`config.mk`:
```
export PLATFORM = sky130hd
export DESIGN_NAME = mask_expander
export DESIGN_NICKNAME = d
export VERILOG_FILES = /design/src/rtl/mask_expander_pkg.sv /design/src/rtl/lsb_onehot32.sv /design/src/rtl/mask_expander.sv
export SDC_FILE = /design/constraint.sdc
export NUM_CORES = 1
export LEC_CHECK = 0
export ABC_AREA = 1
export ABC_CLOCK_PERIOD_IN_PS = 5600
export CAP_MARGIN = 20
export CORE_ASPECT_RATIO = 1.4
export CORE_MARGIN = 2
export CORE_UTILIZATION = 51
export DETAILED_ROUTE_END_ITERATION = 6
export HOLD_SLACK_MARGIN = 0.06
export PLACE_DENSITY = 0.84
export SLEW_MARGIN = 20
export SYNTH_ARGS = -nofsm -noshare
export SYNTH_HDL_FRONTEND = slang
export SYNTH_SLANG_ARGS = --single-unit
```
`constraint.sdc`:
```
create_clock -name clk -period 5.6 [get_ports clk]
set_input_delay 1.12 -clock clk [delete_from_list [all_inputs] [get_ports clk]]
set_output_delay 1.12 -clock clk [all_outputs]
set_load 0.03 [all_outputs]
```
`src/rtl/mask_expander_pkg.sv`:
```
// Shared constants, FSM state type and popcount helper for the mask expander.
package mask_expander_pkg;

  localparam int unsigned LANES = 32;
  localparam int unsigned CNT_W = 6;

  typedef enum logic [1:0] {IDLE, FILL, OUT} state_e;

  function automatic logic [CNT_W-1:0] popcount32(input logic [LANES-1:0] vec);
    logic [CNT_W-1:0] cnt;
    cnt = '0;
    for (int i = 0; i < int'(LANES); i++) begin
      cnt = cnt + CNT_W'(vec[i]);
    end
    return cnt;
  endfunction

endpackage

```
`src/rtl/lsb_onehot32.sv`:
```
// Combinational lowest-set-bit finder: one-hot select plus binary index (0 when vec_i is 0).
module lsb_onehot32 (
  input  logic [31:0] vec_i,
  output logic [31:0] onehot_o,
  output logic [4:0]  idx_o
);

  always_comb begin
    onehot_o = vec_i & (~vec_i + 32'd1);
    idx_o    = '0;
    // Scan high to low so the lowest set bit is the last (winning) assignment.
    for (int i = 31; i >= 0; i--) begin
      if (vec_i[i]) idx_o = 5'(i);
    end
  end

endmodule

```
`src/rtl/mask_expander.sv`:
```
// Expands a stream of compacted elements into a 32-lane vector under a lane-occupancy mask.
// Optional out_count port (popcount of out_mask) is enabled by MASK_EXPANDER_COUNT_EN.
module mask_expander #(
  parameter int unsigned DATA_WIDTH = 8,
  parameter int unsigned LANES      = 32
) (
  input  logic                          clk,
  input  logic                          reset_n,
  input  logic                          mask_valid,
  output logic                          mask_ready,
  input  logic [LANES-1:0]              mask_data,
  input  logic                          elem_valid,
  output logic                          elem_ready,
  input  logic [DATA_WIDTH-1:0]         elem_data,
  output logic                          out_valid,
  input  logic                          out_ready,
  output logic [LANES*DATA_WIDTH-1:0]   out_data,
  output logic [LANES-1:0]              out_mask
`ifdef MASK_EXPANDER_COUNT_EN
  ,
  output logic [mask_expander_pkg::CNT_W-1:0] out_count
`endif
);

  import mask_expander_pkg::*;

  state_e                      state_q, state_d;
  logic [LANES*DATA_WIDTH-1:0] buf_q, buf_d;
  logic [LANES-1:0]            mask_q, mask_d;
  logic [LANES-1:0]            rem_q, rem_d;
  logic [LANES-1:0]            lsb_onehot;
  logic [4:0]                  lsb_idx;
  logic                        mask_fire, elem_fire, last_elem;

  lsb_onehot32 u_lsb (
    .vec_i    (rem_q),
    .onehot_o (lsb_onehot),
    .idx_o    (lsb_idx)
  );

  assign mask_fire = mask_valid & mask_ready;
  assign elem_fire = elem_valid & elem_ready;
  assign last_elem = (rem_q & ~lsb_onehot) == '0;

  always_ff @(posedge clk or negedge reset_n) begin
    if (!reset_n) state_q <= IDLE;
    else          state_q <= state_d;
  end

  always_comb begin
    state_d = state_q;
    unique case (state_q)
      IDLE:    if (mask_valid) state_d = (mask_data == '0) ? OUT : FILL;
      FILL:    if (elem_valid && last_elem) state_d = OUT;
      OUT:     if (out_ready) state_d = IDLE;
      default: state_d = IDLE;
    endcase
  end

  always_comb begin
    mask_ready = (state_q == IDLE);
    elem_ready = (state_q == FILL);
    out_valid  = (state_q == OUT);
  end

  // Only lanes selected by rem are ever written, so unmasked lanes stay at the cleared zero.
  always_comb begin
    buf_d  = buf_q;
    mask_d = mask_q;
    rem_d  = rem_q;
    if (mask_fire) begin
      buf_d  = '0;
      mask_d = mask_data;
      rem_d  = mask_data;
    end else if (elem_fire) begin
      buf_d[lsb_idx*DATA_WIDTH +: DATA_WIDTH] = elem_data;
      rem_d = rem_q & ~lsb_onehot;
    end
  end

  always_ff @(posedge clk or negedge reset_n) begin
    if (!reset_n) begin
      buf_q  <= '0;
      mask_q <= '0;
      rem_q  <= '0;
    end else begin
      buf_q  <= buf_d;
      mask_q <= mask_d;
      rem_q  <= rem_d;
    end
  end

  assign out_data = buf_q;
  assign out_mask = mask_q;

`ifdef MASK_EXPANDER_COUNT_EN
  logic [CNT_W-1:0] count_q;

  always_ff @(posedge clk or negedge reset_n) begin
    if (!reset_n)       count_q <= '0;
    else if (mask_fire) count_q <= popcount32(mask_data);
  end

  assign out_count = count_q;
`endif

endmodule

```
# Word level (Yosys, flattened, before mapping)
# Index checks and enable logic that the tools add are counted.
# W data, S select, Z words.
[word_totals]
reg_bits = 322
in_bits = 45
out_inout_bits = 291
wordCells = 67
[classes]
n_addsub = 2
n_eq_ne = 5
n_shift = 2
n_mux = 42
n_bitwise = 6
reduce_logical = 6
[ops]
columns = ["operator", "n"]
rows = [
  ["$mux W256", 2],
  ["$bwmux W256", 1],
  ["$shift A8 B34 Y256 const A", 1],
  ["$shiftx A8 B34 Y256", 1],
  ["$mux W5", 32],
  ["$and A32 B32 Y32", 2],
  ["$logic_not A32 Y1", 2],
  ["$mux W32", 2],
  ["$not A32 Y32", 2],
  ["$neg A8 Y34", 1],
  ["$add A32 B1 Y32 const B", 1],
  ["$mux W2", 4],
  ["$pmux W2 S3", 1],
  ["$ne A2 B1 Y1 const B", 2],
  ["$reduce_and A3 Y1", 1],
  ["$and A1 B1 Y1", 2],
  ["$eq A2 B1 Y1 const B", 1],
  ["$eq A2 B2 Y1 const B", 1],
  ["$logic_not A2 Y1", 1],
  ["$ne A2 B2 Y1 const B", 1],
  ["$reduce_bool A2 Y1", 1],
  ["$logic_and A1 B1 Y1", 1],
]

# Logic depth before layout (Yosys ltp)
[depth]
depth_word = 37
depth_mapped = 49
ltp_nobuf = 48

# Cells and area by module
# A second synthesis with hierarchy kept.
[hier_totals]
cells_unflattened = 1935
area_unflattened_um2 = 15546.2
[modules_own_cells]
columns = ["mod", "n_inst", "cells_per_inst", "area_each_um2", "seq_area_each_um2"]
rows = [
  ["mask_expander", 1, 1767, 14792.9, 8057.7],
  ["lsb_onehot32", 1, 168, 753.2, 0.0],
]

# Worst setup path before layout
# No wires, ideal clock.
[synth_path]
kind = "register to register"
from = "register rem_q[30]"
to = "register buf_q[152], in the netlist out_data[152]"
setup_ns = 0.120
arrival_time_ns = 3.890
t_required_ns = 5.480
path_slack_ns = 1.590
stages_incl_launch_ff = 45
n_path_buf = 2
cell_sequence = "dfrtp_1 -> inv_2 -> nand2_1 -> nand2_1 -> nand2_1 -> nand2_1 -> nand2_1 -> nand2_1 -> nand2_1 -> nand2_1 -> nand2_1 -> nand2_1 -> nand2_1 -> nand2_1 -> nand2_1 -> nand2_1 -> nand2_1 -> nand2_1 -> (+9 left out) -> nand2_1 -> nand2_1 -> nand2_1 -> nand2_1 -> nand2_2 -> nand2_4 -> buf_2 -> ha_1 -> inv_1 -> nor2_1 -> inv_1 -> nor2_1 -> ha_1 -> inv_1 -> buf_1 -> nand3_1 -> nand3_1 -> nand2_1"
[synth_between]
elab_chain_len = 36
[synth_rtl]
columns = ["element", "line", "text"]
rows = [
  ["from (decl)", "mask_expander.sv:30", "logic [LANES-1:0] rem_q, rem_d;"],
  ["from (signal assigned)", "mask_expander.sv:89", "rem_q <= rem_d;"],
  ["$mux W5 * (31 in series)", "lsb_onehot32.sv:13", "if (vec_i[i]) idx_o = 5'(i);"],
  ["$neg A8 Y34 *", "mask_expander.sv:76", "buf_d[lsb_idx*DATA_WIDTH +: DATA_WIDTH] = elem_data;"],
  ["$shiftx A8 B34 Y256 / $shift A8 B34 Y256 (equally long branches)", "mask_expander.sv:76", ""],
  ["$bwmux W256 *", "mask_expander.sv:76", ""],
  ["$mux W256 *", "mask_expander.sv:75", "end else if (elem_fire) begin"],
  ["$mux W256 *", "mask_expander.sv:71", "if (mask_fire) begin"],
  ["to (signal assigned)", "mask_expander.sv:87", "buf_q <= buf_d;"],
  ["to (decl)", "mask_expander.sv:28", "logic [LANES*DATA_WIDTH-1:0] buf_q, buf_d;"],
]
# Every way passes the cells marked *; elsewhere a longest branch is shown, timed or not. The select of a mux whose other input is x is not followed.
# A chain may end at the register's enable or synchronous reset.

# Worst setup path in the final report
[layout_path]
from = "register rem_q[30]"
to = "register buf_q[207], in the netlist out_data[207]"
# Same word-level chain as after synthesis.

==> results.yml <==
setup_path:
  critPathLaunch: "rem_q[30]$_DFFE_PN0P_"
  critPathCapture: "out_data[207]$_DFFE_PN0P_"
  cpMaxStageDelayCell: "sky130_fd_sc_hd__nor3_2"
  timing.reg2reg.worst_path_depth: 43
  critical_path_arrival_ns: 5.31
  worst_ep_required_time_ns: 6.04
  sort_of_element_at_the_end_of_the_critical_path: "flop"
  cp_slowest_stage_delay_ns: 0.65
  crit_path_frequent_cell: "sky130_fd_sc_hd__nand2_1"
  path_class: "flop to flop"
  timing.reg2reg.setup_slack_ns: 0.73
  r2r_start: "rem_q[30]$_DFFE_PN0P_"
  timing.rr.end: "out_data[207]$_DFFE_PN0P_"
  worst_setup_path_start_kind: "flop"
  cp_max_fo: 18
layout:
  final_cell_count_no_fill: 2535
  antenna_cells: 0
  syn2layout_area_growth_pct: 31.18
  layout.nets: 2179
  drive_gt1_share_pct: 6.450
  layout.filler_cells: 2339
drt:
  wl_um: 50790
  route.detailed.drc: 0
  avgRoutedWirePerCell_um: 20.04
  route.detailed.vias_per_inst: 5.813
  via_count: 14740
  drt_iter0_markers: 1275
  dr.pass1.iters: 6
  number_of_antenna_violating_nets_in_the_routed_design: 0
logic_synthesis:
  post_synth_edffs: 0
  synth.net_count: 1881
  post-synth-top-area-fraction_pct: 53.30
  ffs_latches_synth: 322
  most_numerous_cell_in_the_yosys_netlist: "sky130_fd_sc_hd__nand2_1"
  synthArstFlopShare_pct: 100.0
  yosysTopAreaCell: "sky130_fd_sc_hd__dfrtp_1"
  synth_warnings: 0
  yosys.cell_types.count: 37
  seq_area_frac_synth_pct: 53.30
  synth.cell_area_sq_mm: 0.01512
  post_synth.cell_area_avg_sq_um: 8.243
  yosys-top-cells-area: "sky130_fd_sc_hd__dfrtp_1 53%, sky130_fd_sc_hd__nand2_1 14%, sky130_fd_sc_hd__nand3_1 11%, sky130_fd_sc_hd__o21ai_1 3.4%, sky130_fd_sc_hd__nor2_1 2.9%"
  ys_top_cells_by_count: "546 x sky130_fd_sc_hd__nand2_1, 326 x sky130_fd_sc_hd__nand3_1, 322 x sky130_fd_sc_hd__dfrtp_1, 116 x sky130_fd_sc_hd__nor2_1, 106 x sky130_fd_sc_hd__inv_1"
  dominantRegCellSynth: "sky130_fd_sc_hd__dfrtp_1"
  syn-instance-count: 1834
floorplan:
  coreArea_sq_mm: 0.02917
  fp.dieArea_sq_mm: 0.03106
  io_pins: 336
  std_cell_rows: 74
  initial_core_util_pct: 51.84
  floorplan_die_width_um: 149.5
  dieHeight_um: 207.7
timing:
  timing.setup.tns_ns: 0
  clock.fmax_mhz: 205.3
  tightestPinTransition_ns: 1.029
  max_slew_margin_pct: 31.37
  fin_skew_ns: 0.008719
  setup_violations: 0
  final_max_slew_viols: 0
  finalCritPeriodShare_pct: 86.97
  shortest_clock_period_the_worst_path_allows_after_layout_ns: 4.870
  grt_setup_unrepaired: "no"
  finalHoldViolations: 0
place:
  placedCellCount: 2479
  gp_congestion: 0.9410
  hpwl_detailed_um: 36980
  number_of_buffers_added_on_ports: 335
clock_network:
  cts_made_buffers: 30
  clock_latency_ns: 0.56
  cts-root-to-sink-buffers: 3
  postCtsResizedCells: 0
  clockRootBuffer: "sky130_fd_sc_hd__clkbuf_16"
  cts_hold_repair.buffers: 0
  cts_sinks: 322
  tritoncts: "built"
  cts_setup_buffers: 0
  htreeDepth: 1
  cts.clk_slew.worst_paths_ns: 0.06
grt:
  grt_antenna_before_repair: 0
  first_global_vias: 14430
  grt_util_all_layers_pct: 32.35
  grt_remaining_overflow: 0
  grt_max_degree: 193
  grt_pass1_wl_um: 78740
status:
  run_status: "completed"
power_and_ir_drop:
  static-leakage-power_nw: 9.087
  cellPowerDensity_mw_per_mm2: 489.4
  vdd_drop_max_uv: 484.0
run:
  maxCapViolations: 0
min_path:
  min_path_type: "flop to flop"
## placed cells by master (no fill, tap or decap), types with 2 or more instances in the layout
master / count
sky130_fd_sc_hd__clkinv_2: 3
sky130_fd_sc_hd__nand3_2: 3
sky130_fd_sc_hd__clkbuf_16: 31
sky130_fd_sc_hd__inv_2: 8
sky130_fd_sc_hd__ha_1: 2
sky130_fd_sc_hd__nor2_2: 11
sky130_fd_sc_hd__o21ai_0: 15
sky130_fd_sc_hd__nand3_1: 326
sky130_fd_sc_hd__nand2_1: 546
sky130_fd_sc_hd__nand2_2: 7
sky130_fd_sc_hd__nor2_4: 16
sky130_fd_sc_hd__nor2_1: 114
sky130_fd_sc_hd__nand4_2: 11
sky130_fd_sc_hd__a21oi_1: 10
sky130_fd_sc_hd__inv_8: 2
sky130_fd_sc_hd__o21ai_1: 103
sky130_fd_sc_hd__nor3_2: 11
sky130_fd_sc_hd__clkbuf_1: 8
sky130_fd_sc_hd__o221ai_1: 22
sky130_fd_sc_hd__bufinv_16: 5
sky130_fd_sc_hd__clkbuf_8: 5
sky130_fd_sc_hd__o211ai_1: 9
sky130_fd_sc_hd__nor4_1: 11
sky130_fd_sc_hd__nand2_4: 5
sky130_fd_sc_hd__clkdlybuf4s50_1: 334
sky130_fd_sc_hd__dfrtp_1: 322
sky130_fd_sc_hd__buf_4: 9
sky130_fd_sc_hd__o31ai_1: 2
sky130_fd_sc_hd__inv_1: 105
sky130_fd_sc_hd__nor3_1: 66
sky130_fd_sc_hd__nand4_1: 17
sky130_fd_sc_hd__buf_12: 2
## where the power goes
| group | internal [mW] | leakage (nW) | switching, mW | total (mW) |
|---|---|---|---|---|
| clock | 1.31 | 0.521 | 0.906 | 2.22 |
| sequential | 2.58 | 4.40 | 0.177 | 2.76 |
| combinational | 1.03 | 4.17 | 3.70 | 4.73 |
| total | 4.93 | 9.09 | 4.78 | 9.71 |
## kinds of logic after synthesis
logic type | count (synthesis) | synth area share (%)
AO/OA/AOI/OAI | 165 | 6.257
adder cells (fa/ha/maj) | 2 | 0.1655
buffers and inverters | 197 | 5.181
flip-flops | 322 | 53.30
AND/OR/NAND/NOR | 1148 | 35.10
## worst max-delay path: cells and delay by family (launching register included)
kind	cells	cell delay [ns]
adders and majority gates	1	0.26
and+or+nand+nor	37	3.37
AOI/OAI and AO/OA	1	0.08
buffers and inverters	4	0.63
DFF	1	0.40
## state kept, by name, indices dropped and copies added (netlist names)
name and flops:
out_data 256, out_mask 32, rem_q 32, state_q 2
## through the flow
stage	utilization, %	hold WS [ns]	total power, mW	cell area (sq um)	worst slack (ns)
6_report	68.00	0.4732	9.706	19830	0.7299
5_1_grt	68.00	0.5007	10.18	19830	0.1577
4_1_cts	67.89	0.4816	9.622	19800	0.7869
3_5_place_dp	64.23	0.4611	7.398	18730	0.8707
3_3_place_gp	64.23	0.4563	7.339	18730	0.8556
2_1_floorplan	-	0.5416	5.971	15120	1.590
## routing by layer
metal | up-vias | GRT usage [%] | share of wire [%]
li1 | 6742 | - | -
met1 | 7027 | 37.10 | 34
met2 | 776 | 55.88 | 50
met3 | 191 | 5.429 | 8.0
met4 | 0 | 19.70 | 7.3
met5 | - | 0 | 0
## area by class of cell
type | instances | area, sq um | share of cell area (%)
sequential | 322 | 8058 | 40.63
multi-input combinational | 1315 | 6287 | 31.70
timing repair buffer | 348 | 3505 | 17.67
clock buffer | 44 | 874.6 | 4.410
tap | 380 | 475.5 | 2.397
inverter | 115 | 439.2 | 2.215
clock inverter | 11 | 192.7 | 0.9716
## how the worst min path moves through the flow
stage | cells after the start | end | startpoint
2_1_floorplan | 2 | rem_q[31]$_DFFE_PN0P_ | rem_q[31]$_DFFE_PN0P_
3_3_place_gp | 2 | out_mask[31]$_DFFE_PN0P_ | out_mask[31]$_DFFE_PN0P_
3_5_place_dp | 2 | out_mask[15]$_DFFE_PN0P_ | out_mask[15]$_DFFE_PN0P_
4_1_cts | 2 | out_mask[29]$_DFFE_PN0P_ | out_mask[29]$_DFFE_PN0P_
5_1_grt | 2 | out_mask[2]$_DFFE_PN0P_ | out_mask[2]$_DFFE_PN0P_
6_report | 2 | out_mask[29]$_DFFE_PN0P_ | out_mask[29]$_DFFE_PN0P_
Power figures use the tool's default switching activity.
==> RTL edit 1, RTL diff (same flow settings) <==
Change the parameter `DATA_WIDTH` from 8 to 7.
--- a/src/rtl/mask_expander.sv
+++ b/src/rtl/mask_expander.sv
@@ -2,5 +2,5 @@
 // Optional out_count port (popcount of out_mask) is enabled by MASK_EXPANDER_COUNT_EN.
 module mask_expander #(
-  parameter int unsigned DATA_WIDTH = 8,
+  parameter int unsigned DATA_WIDTH = 7,
   parameter int unsigned LANES      = 32
 ) (
Interface: changed (resized elem_data and out_data); port bits go from 336 to 303. The function was not compared with the original's and may differ.
==> RTL edit 1 against the original RTL <==
- total power fell by 13%
- setup slack gained 320 ps
- routed wire length shrank 21%
- clock skew rose by 9.0 ps
- final area decreased by 13%
- area after synthesis fell by 14%
- core utilization grew 0.28 points
- die area decreased by 13%
- sequential share of layout area rose by 1.4 points
- sequential cell count shrank 32
- largest power group unchanged
==> RTL edit 1: results (changes against the original RTL) <==
[worst_setup_path]
r2r-start=rem_q[31]$_DFFE_PN0P_
r2r_slack_ps=1050  ; +320 ps
slowest_delay_ps=460  ; -190 ps
critPathTopFamily=simple AND/OR/NAND/NOR gates
rr_endpoint=out_data[201]$_DFFE_PN0P_
cp_data_arrival_time_ps=4980  ; -330 ps
cp_slowest_cell=buf_4
reg2reg_depth=43  ; unchanged
path_max_fanout=41  ; +23

[pwr]
p_leak_nw=8.78  ; -3.4%
vdd_drop_max_uv=487  ; +0.60%
internal_power_mw=4.59  ; -6.7%

[detailed_routing]
wl_per_cell_um=18.6  ; -7.1%
first_iter_violations=1070  ; -16%
vias_per_cell=5.64  ; -3.0%
dr.pass1.iters=5  ; -1
detail_route.wirelength_um=40400  ; -21%

[synth]
synth_area_leaders=dfrtp_1 (56%), nand2_1 (16%), nand3_1 (11%)
syn_avg_cell_area_um2=8.43  ; +2.3%
synth_fp_nets=1596  ; -15%
synthTopCellsByCount=nand2_1 (565), nand3_1 (292), dfrtp_1 (290), inv_1 (84), nor2_1 (75)
synth_seq_area_share_pct=55.6  ; +2.3 points
ys_warn_count=0  ; unchanged
async_reset_ff_share_pct=100  ; unchanged
ys_types=35  ; -5.4%
synth-main-ff-cell=dfrtp_1

[clock_tree]
cts_buffer_depth=3  ; unchanged
cts.reportedPaths.clkPinSlew_ps=60  ; about the same
ctsHtreeMaxLevel=1  ; unchanged
cts-resized-gates=0  ; unchanged
cts_buffers=27  ; -10%
root_buffer=clkbuf_16
clock_latency_ps=550
postCtsSetupBuffers=0  ; unchanged

[sta]
fin_skew_ps=17.8  ; +9.04 ps
hold_slack_ps=475  ; +2.15 ps
slew_headroom_pct=25.0  ; -6.4 points

[min_path]
worstHoldPathType=reg2reg
min_path_cells=2  ; unchanged
hold_start=out_data[55]$_DFFE_PN0P_
worstHoldEndpoint=out_data[55]$_DFFE_PN0P_

[finish]
drive_above_1_share_pct=6.60  ; +0.15 points
nets=1878  ; -14%
largest_reg_flops=224  ; -13%
antenna_cells=0  ; unchanged
fill_cells=1961  ; -16%

[global_route]
grt_max_degree=255  ; +32%
antenna_found_initial=0  ; unchanged
grt_util_all_layers_pct=29.6  ; -2.8 points
grt_pass1_wl_um=64600  ; -18%

[placement]
post-dp-hpwl_um=28800  ; -22%
place_congestion=0.928  ; -1.4%
placed_cells=2121  ; -14%
port_buffers=302  ; -9.9%

[outcome]
status=completed

## RTL edit 1: changes by cell type after synthesis, sizes merged, moves of 8 or more
| cell | before | now |
|---|---|---|
| inv | 114 | 97 |
| nand3 | 330 | 309 |
| nor2 | 142 | 84 |
| nor3 | 78 | 6 |
| nand4 | 29 | 37 |
| dfrtp | 322 | 290 |
| clkbuf | 51 | 41 |
| nand2 | 558 | 571 |
| o21ai | 119 | 23 |
## RTL edit 1: final cells by class
cell class              instances  area, um2  area share (%)
multi-input cells            1091       5160            29.9
inverters                      97        364            2.11
flip-flops and latches        290       7260            42.0
clock inverters                14        155           0.898
clock buffers                  33        718            4.16
repair buffers                324       3220            18.6
well taps                     319        399            2.31
## RTL edit 1: worst max path at each step
stage	start	to	slack [ps]
after global routing	rem_q[31]$_DFFE_PN0P_	out_data[96]$_DFFE_PN0P_	520
after global placement	rem_q[31]$_DFFE_PN0P_	out_data[3]$_DFFE_PN0P_	1190
after detailed placement	rem_q[31]$_DFFE_PN0P_	out_data[201]$_DFFE_PN0P_	1140
after CTS	rem_q[31]$_DFFE_PN0P_	out_data[201]$_DFFE_PN0P_	1130
final	rem_q[31]$_DFFE_PN0P_	out_data[201]$_DFFE_PN0P_	1050
after floorplan	rem_q[31]$_DFFE_PN0P_	out_data[175]$_DFFE_PN0P_	1950
## RTL edit 1: worst min-delay path, delay by kind of cell (launching register included)
| kind | cells | cell delay, ps |
|---|---|---|
| flops | 1 | 340 |
| simple gates | 2 | 110 |
## RTL edit 1: through the flow
stage / instance area, um2 / power, mW / worst slack (ps)
2_1_floorplan: 13100 / 5.29 / 1950
3_3_place_gp: 16400 / 6.48 / 1190
3_5_place_dp: 16400 / 6.56 / 1140
4_1_cts: 17300 / 8.42 / 1130
5_1_grt: 17300 / 8.88 / 523
6_report: 17300 / 8.44 / 1050
## RTL edit 1: cells by family after synthesis
group	synth area share, %
AO/OA/AOI/OAI	3.70
adder cells (fa/ha/maj)	0.287
flip-flops	55.6
AND/OR/NAND/NOR	35.2
buffers and inverters	5.23
## RTL edit 1: power groups by stage
| stage | Sequential (mW) | Combinational [mW] | Clock (mW) |
|---|---|---|---|
| global placement | 2.75 | 3.73 | 0 |
| global route | 2.78 | 4.15 | 1.95 |
| CTS | 2.74 | 3.82 | 1.86 |
| finish | 2.74 | 3.85 | 1.85 |
| detailed placement | 2.76 | 3.80 | 0 |
| floorplan | 3.22 | 2.06 | 0 |
## RTL edit 1: layer usage
layer | part of all wire [%] | wire length, um | global-route usage (%) | vias to the layer above
met5 | 0 | 0 | 0 | -
met4 | 4.7 | 1890 | 13.1 | 0
met3 | 7.4 | 3000 | 5.20 | 121
met2 | 51 | 20500 | 52.2 | 570
met1 | 37 | 14900 | 35.2 | 5859
li1 | - | - | - | 5676
==> RTL edit 2, RTL diff (same settings) <==
Without the edit above. `buf_q` no longer has a reset.
--- a/src/rtl/mask_expander.sv
+++ b/src/rtl/mask_expander.sv
@@ -81,12 +81,14 @@
   always_ff @(posedge clk or negedge reset_n) begin
     if (!reset_n) begin
-      buf_q  <= '0;
       mask_q <= '0;
       rem_q  <= '0;
     end else begin
-      buf_q  <= buf_d;
       mask_q <= mask_d;
       rem_q  <= rem_d;
     end
+  end
+
+  always_ff @(posedge clk) begin
+    buf_q <= buf_d;
   end
 
Formal check against the unedited RTL: differs if reset_n is asserted again (counterexample within 4 cycles, from zero or initial values and one cycle with reset_n low); with reset_n held inactive, the same outputs for 4 cycles.
==> RTL edit 2 against the original RTL <==
- the flow now finishes with violations (design-rule violations)
- combinational power increased by 46%
- sequential cell count unchanged
- non-clock buffer count increased by 10
- sequential power increased by 17%
- setup slack got worse by 250 ps
- routed wire length decreased by 0.94%
- critical path depth decreased by 3
- first-iteration DRC count decreased by 10%
- total power increased by 29%
- fmax decreased by 4.8%
- final area increased by 3.8%
- clock power increased by 9.5%
- area after synthesis increased by 5.8%
- critical path type unchanged
- critical endpoint is now out_data[77]$_SDFFE_PP0P_
- highest routed layer unchanged
==> RTL edit 2: results (changes against the original RTL) <==
[outcome]
status=complete, but fails checks
violations=design-rule violations

[placement]
post-dp-hpwl_um=36700  ; -0.79%
place_congestion=0.910  ; -3.3%

[detailed_routing]
first_iter_violations=1142  ; -10%
dr.pass1.iters=7  ; +1
met1_length_um=18300  ; +5.5%
vias_per_cell=5.32  ; -8.5%
drc=15  ; +15

[sta]
fmax_mhz=195  ; -4.8%
tightestPinTransition_ps=1020  ; -6.68 ps

[global_route]
met2_usage_pct=53.6  ; -2.3 points
first_global_vias=15600  ; +7.9%
met3_usage_pct=6.57  ; +1.1 points
grt_util_all_layers_pct=29.7  ; -2.7 points

[synth]
synth_fp_nets=2439  ; +30%
synth_seq_area_share_pct=42.3  ; -11 points
synthTopCellsByCount=nand2_1 (608), nor2_1 (404), inv_1 (375), dfxtp_1 (256), nand4_1 (165)
async_reset_ff_share_pct=20.5  ; -80 points
synth_compound_area_share_pct=7.90  ; +1.6 points

[finish]
nets=2691  ; +23%

[clock_tree]
clock_latency_ps=520  ; -40 ps
ctsHtreeMaxLevel=2  ; +1

[min_path]
worstHoldEndpoint=out_mask[18]$_DFFE_PN0P_
hold_start=out_mask[18]$_DFFE_PN0P_

[pwr]
p_seq_mw=3.22  ; +17%
switching_share_pct=50.4  ; +1.1 points
p_clk_mw=2.43  ; +9.5%
p_leak_nw=9.50  ; +4.5%
vdd_drop_max_uv=540  ; +12%

[worst_setup_path]
rr_endpoint=out_data[77]$_SDFFE_PP0P_
cp-endpoint=out_data[77]$_SDFFE_PP0P_
path_max_fanout=45  ; +27
cp_slowest_cell=nor3_1
reg2reg_depth=40  ; -7.0%
r2r_slack_ps=480  ; -250 ps

RTL edit 2: changes by cell type in the layout (fill, tap and decap cells not counted), sizes merged, moves of 39 or more:
cell,before,now
nand2,558,617
dfxtp,0,256
a21oi,10,114
inv,116,381
nand3,330,76
nor3,78,20
nor2,142,416
o21ai,119,80
dfrtp,322,66
nand4,29,169
RTL edit 2: cell type report:
class / instances / area, um2
fillers: 2654 / 10200
inverters: 385 / 1450
repair buffers: 358 / 3570
multi-input cells: 1543 / 7080
flip-flops and latches: 322 / 6780
clock buffers: 51 / 1080
clock inverters: 11 / 140
well taps: 390 / 488
RTL edit 2: timing repair:
item,in CTS,in global routing
gates resized for setup,0,3
hold buffers,0,0
endpoints found under the setup margin,0,86
RTL edit 2: per-stage QoR:
| step | hold slack, ps | instances |
|---|---|---|
| 3_5_place_dp | 467 | 2997 |
| 6_report | 478 | 3060 |
| 2_1_floorplan | 535 | 2392 |
| 3_3_place_gp | 454 | 2997 |
| 4_1_cts | 482 | 3059 |
| 5_1_grt | 493 | 3060 |
